===== config.mk =====
export PLATFORM = sky130hd
export DESIGN_NAME = demux_1ton_flat
export DESIGN_NICKNAME = d
export VERILOG_FILES = /design/src/rtl/demux_1ton_if.sv /design/src/rtl/demux_1ton.sv /design/src/flat_wrapper.sv
export SDC_FILE = /design/constraint.sdc
export NUM_CORES = 1
export LEC_CHECK = 0
export CAP_MARGIN = 15
export CORE_MARGIN = 3
export CORE_UTILIZATION = 48
export DETAILED_ROUTE_END_ITERATION = 16
export HOLD_SLACK_MARGIN = 0.03
export PLACE_DENSITY = 0.89
export RECOVER_POWER = 50
export SLEW_MARGIN = 20
export SYNTH_ARGS = -nofsm -noshare
export SYNTH_HDL_FRONTEND = slang
export SYNTH_SLANG_ARGS = --single-unit

===== constraint.sdc =====
create_clock -name clk -period 2.45 [get_ports clk]
set_clock_uncertainty 0.15 [all_clocks]
set_input_delay 0.6125 -clock clk [delete_from_list [all_inputs] [get_ports clk]]
set_output_delay 0.6125 -clock clk [all_outputs]
set_load 0.02 [all_outputs]

===== src/rtl/demux_1ton_if.sv =====
// demux_1ton_if: source-side and destination-side valid/ready/payload fabric
// of one crossbar source path. The slave modport is the demux's view.
interface demux_1ton_if #(
  parameter int PLD_W = 4
);
  logic             vld_src;
  logic [PLD_W-1:0] pld_src;
  logic [1:0]       sel_src;
  logic             rdy_src;

  logic             vld_dst0, vld_dst1, vld_dst2;
  logic [PLD_W-1:0] pld_dst0, pld_dst1, pld_dst2;
  logic             rdy_dst0, rdy_dst1, rdy_dst2;

  modport master (
    output vld_src, pld_src, sel_src, rdy_dst0, rdy_dst1, rdy_dst2,
    input  rdy_src, vld_dst0, vld_dst1, vld_dst2, pld_dst0, pld_dst1, pld_dst2
  );

  modport slave (
    input  vld_src, pld_src, sel_src, rdy_dst0, rdy_dst1, rdy_dst2,
    output rdy_src, vld_dst0, vld_dst1, vld_dst2, pld_dst0, pld_dst1, pld_dst2
  );
endinterface


===== src/rtl/demux_1ton.sv =====
// demux_1ton: registered 1-to-3 demultiplexer. A two-entry skid buffer
// (head H, skid S) feeds one output slice per destination. rdy_src depends
// only on the S flop and rst, never on any destination ready.
module demux_1ton #(
  parameter int PLD_W = 4,
  parameter int CNT_W = 8
) (
  input  logic             clk,
  input  logic             rst,
  demux_1ton_if.slave      bus,
  output logic [CNT_W-1:0] drop_cnt
);

  localparam logic [1:0] SEL_DROP = 2'd3;

  logic             h_vld_q, h_vld_d;
  logic [PLD_W-1:0] h_pld_q, h_pld_d;
  logic [1:0]       h_sel_q, h_sel_d;
  logic             s_vld_q, s_vld_d;
  logic [PLD_W-1:0] s_pld_q, s_pld_d;
  logic [1:0]       s_sel_q, s_sel_d;
  logic [2:0]       vld_dst_q, vld_dst_d;
  logic [PLD_W-1:0] pld_dst_q [3];
  logic [PLD_W-1:0] pld_dst_d [3];
  logic [CNT_W-1:0] drop_cnt_q, drop_cnt_d;

  logic [2:0] rdy_dst;
  logic [3:0] can_load;
  logic       rdy_src;
  logic       src_acc;
  logic       h_leave;

  // Handshake decode: slice readiness and whether the head beat departs.
  always_comb begin
    rdy_dst  = {bus.rdy_dst2, bus.rdy_dst1, bus.rdy_dst0};
    rdy_src  = !s_vld_q && !rst;
    src_acc  = bus.vld_src && rdy_src;
    // Select 3 is the drop path, which can always take the head beat.
    can_load = {1'b1, ~vld_dst_q | rdy_dst};
    h_leave  = h_vld_q && can_load[h_sel_q];
  end

  // Next state of the skid buffer, output slices and drop counter.
  always_comb begin
    // NOTE: every variable gets a hold-value default first so no path leaves it unassigned (no latch).
    h_vld_d    = h_vld_q;
    h_pld_d    = h_pld_q;
    h_sel_d    = h_sel_q;
    s_vld_d    = s_vld_q;
    s_pld_d    = s_pld_q;
    s_sel_d    = s_sel_q;
    vld_dst_d  = vld_dst_q;
    pld_dst_d  = pld_dst_q;
    drop_cnt_d = drop_cnt_q;

    if (h_leave) h_vld_d = 1'b0;

    if (!h_vld_q || h_leave) begin
      // Head is free next cycle: refill from S first, else from the source.
      if (s_vld_q) begin
        h_vld_d = 1'b1;
        h_pld_d = s_pld_q;
        h_sel_d = s_sel_q;
        s_vld_d = 1'b0;
      end else if (src_acc) begin
        h_vld_d = 1'b1;
        h_pld_d = bus.pld_src;
        h_sel_d = bus.sel_src;
      end
    end else if (src_acc) begin
      // Head is stalled: the accepted beat parks in S, which drops rdy_src.
      s_vld_d = 1'b1;
      s_pld_d = bus.pld_src;
      s_sel_d = bus.sel_src;
    end

    for (int k = 0; k < 3; k++) begin
      vld_dst_d[k] = vld_dst_q[k] && !rdy_dst[k];
      if (h_leave && h_sel_q == 2'(k)) begin
        vld_dst_d[k] = 1'b1;
        pld_dst_d[k] = h_pld_q;
      end
    end

    if (h_leave && h_sel_q == SEL_DROP && !(&drop_cnt_q))
      drop_cnt_d = drop_cnt_q + CNT_W'(1);
  end

  // Control state and output slices, cleared by synchronous reset.
  always_ff @(posedge clk) begin
    // NOTE: sequential state uses non-blocking assignments so all flops update together at the edge.
    if (rst) begin
      h_vld_q    <= 1'b0;
      s_vld_q    <= 1'b0;
      vld_dst_q  <= '0;
      pld_dst_q  <= '{default: '0};
      drop_cnt_q <= '0;
    end else begin
      h_vld_q    <= h_vld_d;
      s_vld_q    <= s_vld_d;
      vld_dst_q  <= vld_dst_d;
      pld_dst_q  <= pld_dst_d;
      drop_cnt_q <= drop_cnt_d;
    end
  end

  // Skid buffer data fields, qualified by their valid bits.
  always_ff @(posedge clk) begin
    // NOTE: data-only registers skip reset; their valid flags already mark them as don't-care.
    h_pld_q <= h_pld_d;
    h_sel_q <= h_sel_d;
    s_pld_q <= s_pld_d;
    s_sel_q <= s_sel_d;
  end

  assign bus.rdy_src  = rdy_src;
  assign bus.vld_dst0 = vld_dst_q[0];
  assign bus.vld_dst1 = vld_dst_q[1];
  assign bus.vld_dst2 = vld_dst_q[2];
  assign bus.pld_dst0 = pld_dst_q[0];
  assign bus.pld_dst1 = pld_dst_q[1];
  assign bus.pld_dst2 = pld_dst_q[2];
  assign drop_cnt     = drop_cnt_q;

endmodule


===== src/flat_wrapper.sv =====
// flat-port wrapper written by rule: the top's interface ports become plain ports
module demux_1ton_flat 
#(
  parameter int PLD_W = 4,
  parameter int CNT_W = 8
)
  (clk, rst, drop_cnt, bus_vld_src, bus_pld_src, bus_sel_src, bus_rdy_dst0, bus_rdy_dst1, bus_rdy_dst2, bus_rdy_src, bus_vld_dst0, bus_vld_dst1, bus_vld_dst2, bus_pld_dst0, bus_pld_dst1, bus_pld_dst2);
  demux_1ton_if #(.PLD_W(PLD_W)) bus_i ();
  input  logic clk;
  input  logic rst;
  output logic [CNT_W-1:0] drop_cnt;
  input wire logic [$bits(bus_i.vld_src)-1:0] bus_vld_src;
  input wire logic [$bits(bus_i.pld_src)-1:0] bus_pld_src;
  input wire logic [$bits(bus_i.sel_src)-1:0] bus_sel_src;
  input wire logic [$bits(bus_i.rdy_dst0)-1:0] bus_rdy_dst0;
  input wire logic [$bits(bus_i.rdy_dst1)-1:0] bus_rdy_dst1;
  input wire logic [$bits(bus_i.rdy_dst2)-1:0] bus_rdy_dst2;
  output wire logic [$bits(bus_i.rdy_src)-1:0] bus_rdy_src;
  output wire logic [$bits(bus_i.vld_dst0)-1:0] bus_vld_dst0;
  output wire logic [$bits(bus_i.vld_dst1)-1:0] bus_vld_dst1;
  output wire logic [$bits(bus_i.vld_dst2)-1:0] bus_vld_dst2;
  output wire logic [$bits(bus_i.pld_dst0)-1:0] bus_pld_dst0;
  output wire logic [$bits(bus_i.pld_dst1)-1:0] bus_pld_dst1;
  output wire logic [$bits(bus_i.pld_dst2)-1:0] bus_pld_dst2;
  assign bus_i.vld_src = bus_vld_src;
  assign bus_i.pld_src = bus_pld_src;
  assign bus_i.sel_src = bus_sel_src;
  assign bus_i.rdy_dst0 = bus_rdy_dst0;
  assign bus_i.rdy_dst1 = bus_rdy_dst1;
  assign bus_i.rdy_dst2 = bus_rdy_dst2;
  assign bus_rdy_src = bus_i.rdy_src;
  assign bus_vld_dst0 = bus_i.vld_dst0;
  assign bus_vld_dst1 = bus_i.vld_dst1;
  assign bus_vld_dst2 = bus_i.vld_dst2;
  assign bus_pld_dst0 = bus_i.pld_dst0;
  assign bus_pld_dst1 = bus_i.pld_dst1;
  assign bus_pld_dst2 = bus_i.pld_dst2;
  demux_1ton #(.PLD_W(PLD_W), .CNT_W(CNT_W)) u_core (.clk(clk), .rst(rst), .bus(bus_i), .drop_cnt(drop_cnt));
endmodule

# Word level (Yosys, flattened, before mapping)
# Cells that the tools add are included.
# totals
regBits	37
inputBits	12
out_inout_bits	24
wordCells	57
# classes
addsub	1
magnitude_cmp	1
n_eq_ne	3
mux	13
bitwise	3
n_reduce_logical	25
# op_table
operator	count
logical AND 1 bit	11
adder 8 x 1 -> 8 bit (second input constant)	1
2-to-1 mux 1 bit	8
2-to-1 mux 4 bit	2
AND reduction 8 bit	1
zero test 1 bit	7
equality test 2 bit (second input constant)	2
2-to-1 mux 2 bit	2
AND reduction 2 bit	2
less-than comparator 2 x 3 -> 1 bit (second input constant)	1
inverter 3 bit	1
OR 3 bit	1
binary-select mux 1 bit (select 2 bit)	1
equality test 2 x 1 -> 1 bit (second input constant)	1
zero test 2 bit	1
nonzero test 2 bit	1
OR reduction 2 bit	1
logical OR 1 bit	1
inverter 1 bit	1

# Longest topological paths before layout
# logic_depth
word_depth	9
depth_mapped	5
depth_no_buf	5

# Worst setup path after synthesis
# No wires, ideal clock.
# synth_timing
kind	in2reg
from	input bus_rdy_dst0
to	register u_core.s_pld_q[0], enable pin
setup_ps	354
arrival_time_ps	1683
t_required_ps	1946
setup_slack_ps	264
stages	4
n_path_buf	0
cell_sequence	or3b_2 -> a21oi_1 -> o21ai_0 -> nor2b_1
# synth_via
elab_chain_len	7
# synth_rtl
item	line_no	text
start: declaration	flat_wrapper.sv:15	input wire logic [$bits(bus_i.rdy_dst0)-1:0] bus_rdy_dst0;
OR 3 bit	demux_1ton.sv:39	can_load = {1'b1, ~vld_dst_q | rdy_dst};
binary-select mux 1 bit (select 2 bit)	demux_1ton.sv:40	h_leave = h_vld_q && can_load[h_sel_q];
2-to-1 mux 1 bit (implied by the code)	demux_1ton.sv:40	
logical AND 1 bit	demux_1ton.sv:40	
logical OR 1 bit	demux_1ton.sv:58	if (!h_vld_q || h_leave) begin
inverter 1 bit (no source line)	-	
AND reduction 2 bit (no source line)	-	
end signal: assignment	demux_1ton.sv:112	s_pld_q <= s_pld_d;
end: declaration	demux_1ton.sv:20	logic [PLD_W-1:0] s_pld_q, s_pld_d;
# No other way between the ends. The select of a mux whose other input is x is not followed.
# A chain may end at the register's enable or synchronous reset.

# Worst setup path after layout
# layout_timing
from	input rst
to	output bus_rdy_src
# layout_via
elab_chain_len	2
# layout_rtl
item	line_no	text
start: declaration	flat_wrapper.sv:10	input logic rst;
zero test 1 bit	demux_1ton.sv:36	rdy_src = !s_vld_q && !rst;
logical AND 1 bit	demux_1ton.sv:36	
end: declaration	flat_wrapper.sv:18	output wire logic [$bits(bus_i.rdy_src)-1:0] bus_rdy_src;
# No other way between the ends.

==> results.ini <==
[critical_path]
required_ns = 1.69
critPathKind = primary input to output pin
crit_path_max_fanout = 2
worstSetupEndpointType = output pin
cp.arrival_ns = 1.62
critPathLaunchType = primary input

[cts]
cts_buffers = 5
cts_root_buf = clkbuf_4
cts_buffer_depth = 2
cts_resized = 1
hold_buffers = 0
cts_tree = done
cts_sinks = 37
ctsHtreeMaxLevel = 2
path_clk_slew_ns = 0.11
clk_latency_ns = 0.35
cts_setup_buffers = 0

[power_and_ir_drop]
pwr-share-comb = 0.059
power_leakage_nw = 0.712
ir_drop_mv = 0.485
total_power_w = 0.00126
p_int_w = 0.000998
p_switching_w = 0.000259
clkPwrFrac = 0.420
switching_share = 0.206
seqPwrFrac = 0.521
p_per_area_nw_per_um2 = 636

[floorplanning]
rows = 19
start_util = 0.523
die_h_um = 61.7
die_area_um2 = 3810
coreArea_um2 = 2850
die_w_um = 61.7
io_pins = 36

[status]
status = completed

[grt]
gr-total-overflow = 0
grt_max_degree = 27
grt_antenna_before_repair = 0
grt.total_usage = 0.207
grt_pass1_vias = 1182
grt_pass1_wl_um = 5510

[routing]
drt-initial-drc-count = 59
num_vias = 1186
wirelength_um = 3390
viasPerCell = 5.70
wl_per_cell_um = 16.3
dr.pass1.iters = 4
drcViolationCount = 0
ant_nets = 0

[timing]
fin_ws_ns = 0.0724
rsz0062_at_grt = false
setup_viol = 0
tns_ns = 0
fmax_mhz = 421
finalHoldViolCount = 0
worst_pin_slew_ns = 0.525
fin_crit_sh = 0.970
relSlewSlack = 0.650
min_period_ns = 2.38
final_max_slew_viol_count = 0

[min_path]
hold_path_class = flop to flop

[logic_synthesis]
synth_cells = 135
synth_seq_cells = 37
ys_types = 34
syn_area_um2 = 1490
synth-seq-area-share = 0.577
synth_area_per_cell_um2 = 11.0
ys_warn_count = 0
synth_nets = 148

[finish]
drive_gt1_frac = 0.119
n_fill_cell = 238
finish.utilization = 0.693
diodes = 0
synthToLayoutAreaGrowth_pct = 32.6
fin_nets = 189
final_cell_mix = clkdlybuf4s50_1, dfxtp_1, nor2_1
multi_input_area_um2 = 598
regArea_um2 = 861

[placed_design]
gp_congestion = 0.822
dp_slack_ns = -0.191
dpl.hpwl_um = 2560
port_buffers = 35

[flow_run]
cap_violations = 0

## cell families (layout without fill, tap and decap cells)
family,count (synthesis),count (layout),share of synthesized area
buf+inv,7,49,0.0176
mux,19,19,0.133
compound gates,16,16,0.0654
flops,37,37,0.577
simple gates,54,54,0.193
fa+ha+maj,1,1,0.00839
xor+xnor,1,1,0.00587
## power groups by stage
stage / sequential (W) / clock, W / combinational, W
floorplan: 0.000672 / 0 / 0.0000312
global placement: 0.000667 / 0 / 0.0000755
detailed placement: 0.000668 / 0 / 0.0000789
CTS: 0.000655 / 0.000534 / 0.0000787
global route: 0.000656 / 0.000565 / 0.0000807
finish: 0.000654 / 0.000528 / 0.0000742
## worst max-delay path, stage by stage
cell and delay (ns):
clkdlybuf4s50_1 0.47, nor2_1 0.17, dlygate4sd2_1 0.36
## state kept, by name (all words and copies together) (netlist names), 2 cells and up
name and cells:
u_core.bus.pld_dst2 4, u_core.h_pld_q 4, u_core.s_pld_q 4, u_core.bus.pld_dst0 4, u_core.drop_cnt 8, u_core.h_sel_q 2, u_core.vld_dst_q 3, u_core.bus.pld_dst1 4
u_core.s_sel_q 2
## per-stage QoR
stage / instance area, um^2 / hold slack [ns] / std cells
2_1_floorplan: 1490 / 0.353 / 135
3_3_place_gp: 1890 / 0.330 / 200
3_5_place_dp: 1890 / 0.342 / 200
4_1_cts: 1990 / 0.371 / 208
5_1_grt: 1980 / 0.401 / 208
6_report: 1980 / 0.366 / 208
## synthesized netlist by cell type
library cell,count,area share
nor3_1,4,0.013
a211oi_1,1,0.0050
and3_2,1,0.0050
dfxtp_1,25,0.34
or3b_2,1,0.0059
o2111a_1,1,0.0075
o31ai_1,1,0.0050
nand2_1,4,0.010
nor3b_1,2,0.010
nor3_2,1,0.0067
mux2_2,6,0.045
ha_1,1,0.0084
nor2_1,22,0.055
nor2b_1,3,0.013
mux2i_1,13,0.087
and4b_2,1,0.0075
nand3b_1,1,0.0050
o21a_1,1,0.0050
nand3_2,1,0.0067
and3b_2,1,0.0067
or4_1,1,0.0050
o21ai_0,3,0.010
a21oi_1,8,0.027
or2_1,1,0.0042
and2_1,1,0.0042
clkbuf_1,5,0.013
or3_1,1,0.0042
a31o_2,1,0.0059
xor2_1,1,0.0059
nand4_1,1,0.0042
inv_1,2,0.0050
nand2b_1,3,0.013
nand3_1,4,0.013
edfxtp_1,12,0.24
## final cells by class
cell class                      instances  area share
Clock buffer                            5      0.0190
Clock inverter                          3      0.0329
Inverter                                2     0.00380
Multi-Input combinational cell         91       0.303
Sequential cell                        37       0.435
Tap cell                               31      0.0196
Timing Repair Buffer                   39       0.187
## worst paths after layout
check	startpoint	endpoint	slack, ns	cells after the start
min	u_core.bus.pld_dst0[1]$_SDFFE_PP0P_	u_core.bus.pld_dst0[1]$_SDFFE_PP0P_	0.37	2
max	rst	bus_rdy_src	0.07	3
max reg2reg	u_core.h_sel_q[1]$_DFFE_PP_	u_core.s_sel_q[0]$_DFFE_PP_	0.39	5
min reg2reg	u_core.bus.pld_dst0[1]$_SDFFE_PP0P_	u_core.bus.pld_dst0[1]$_SDFFE_PP0P_	0.37	2
## layer usage
layer	share of wire	vias up	track usage
met3	0.062	10	0.0806
met4	0.023	0	0.0970
met5	0	-	0
met1	0.39	568	0.216
li1	-	562	-
met2	0.52	46	0.365
No activity file was read; power rests on OpenSTA's default activity.
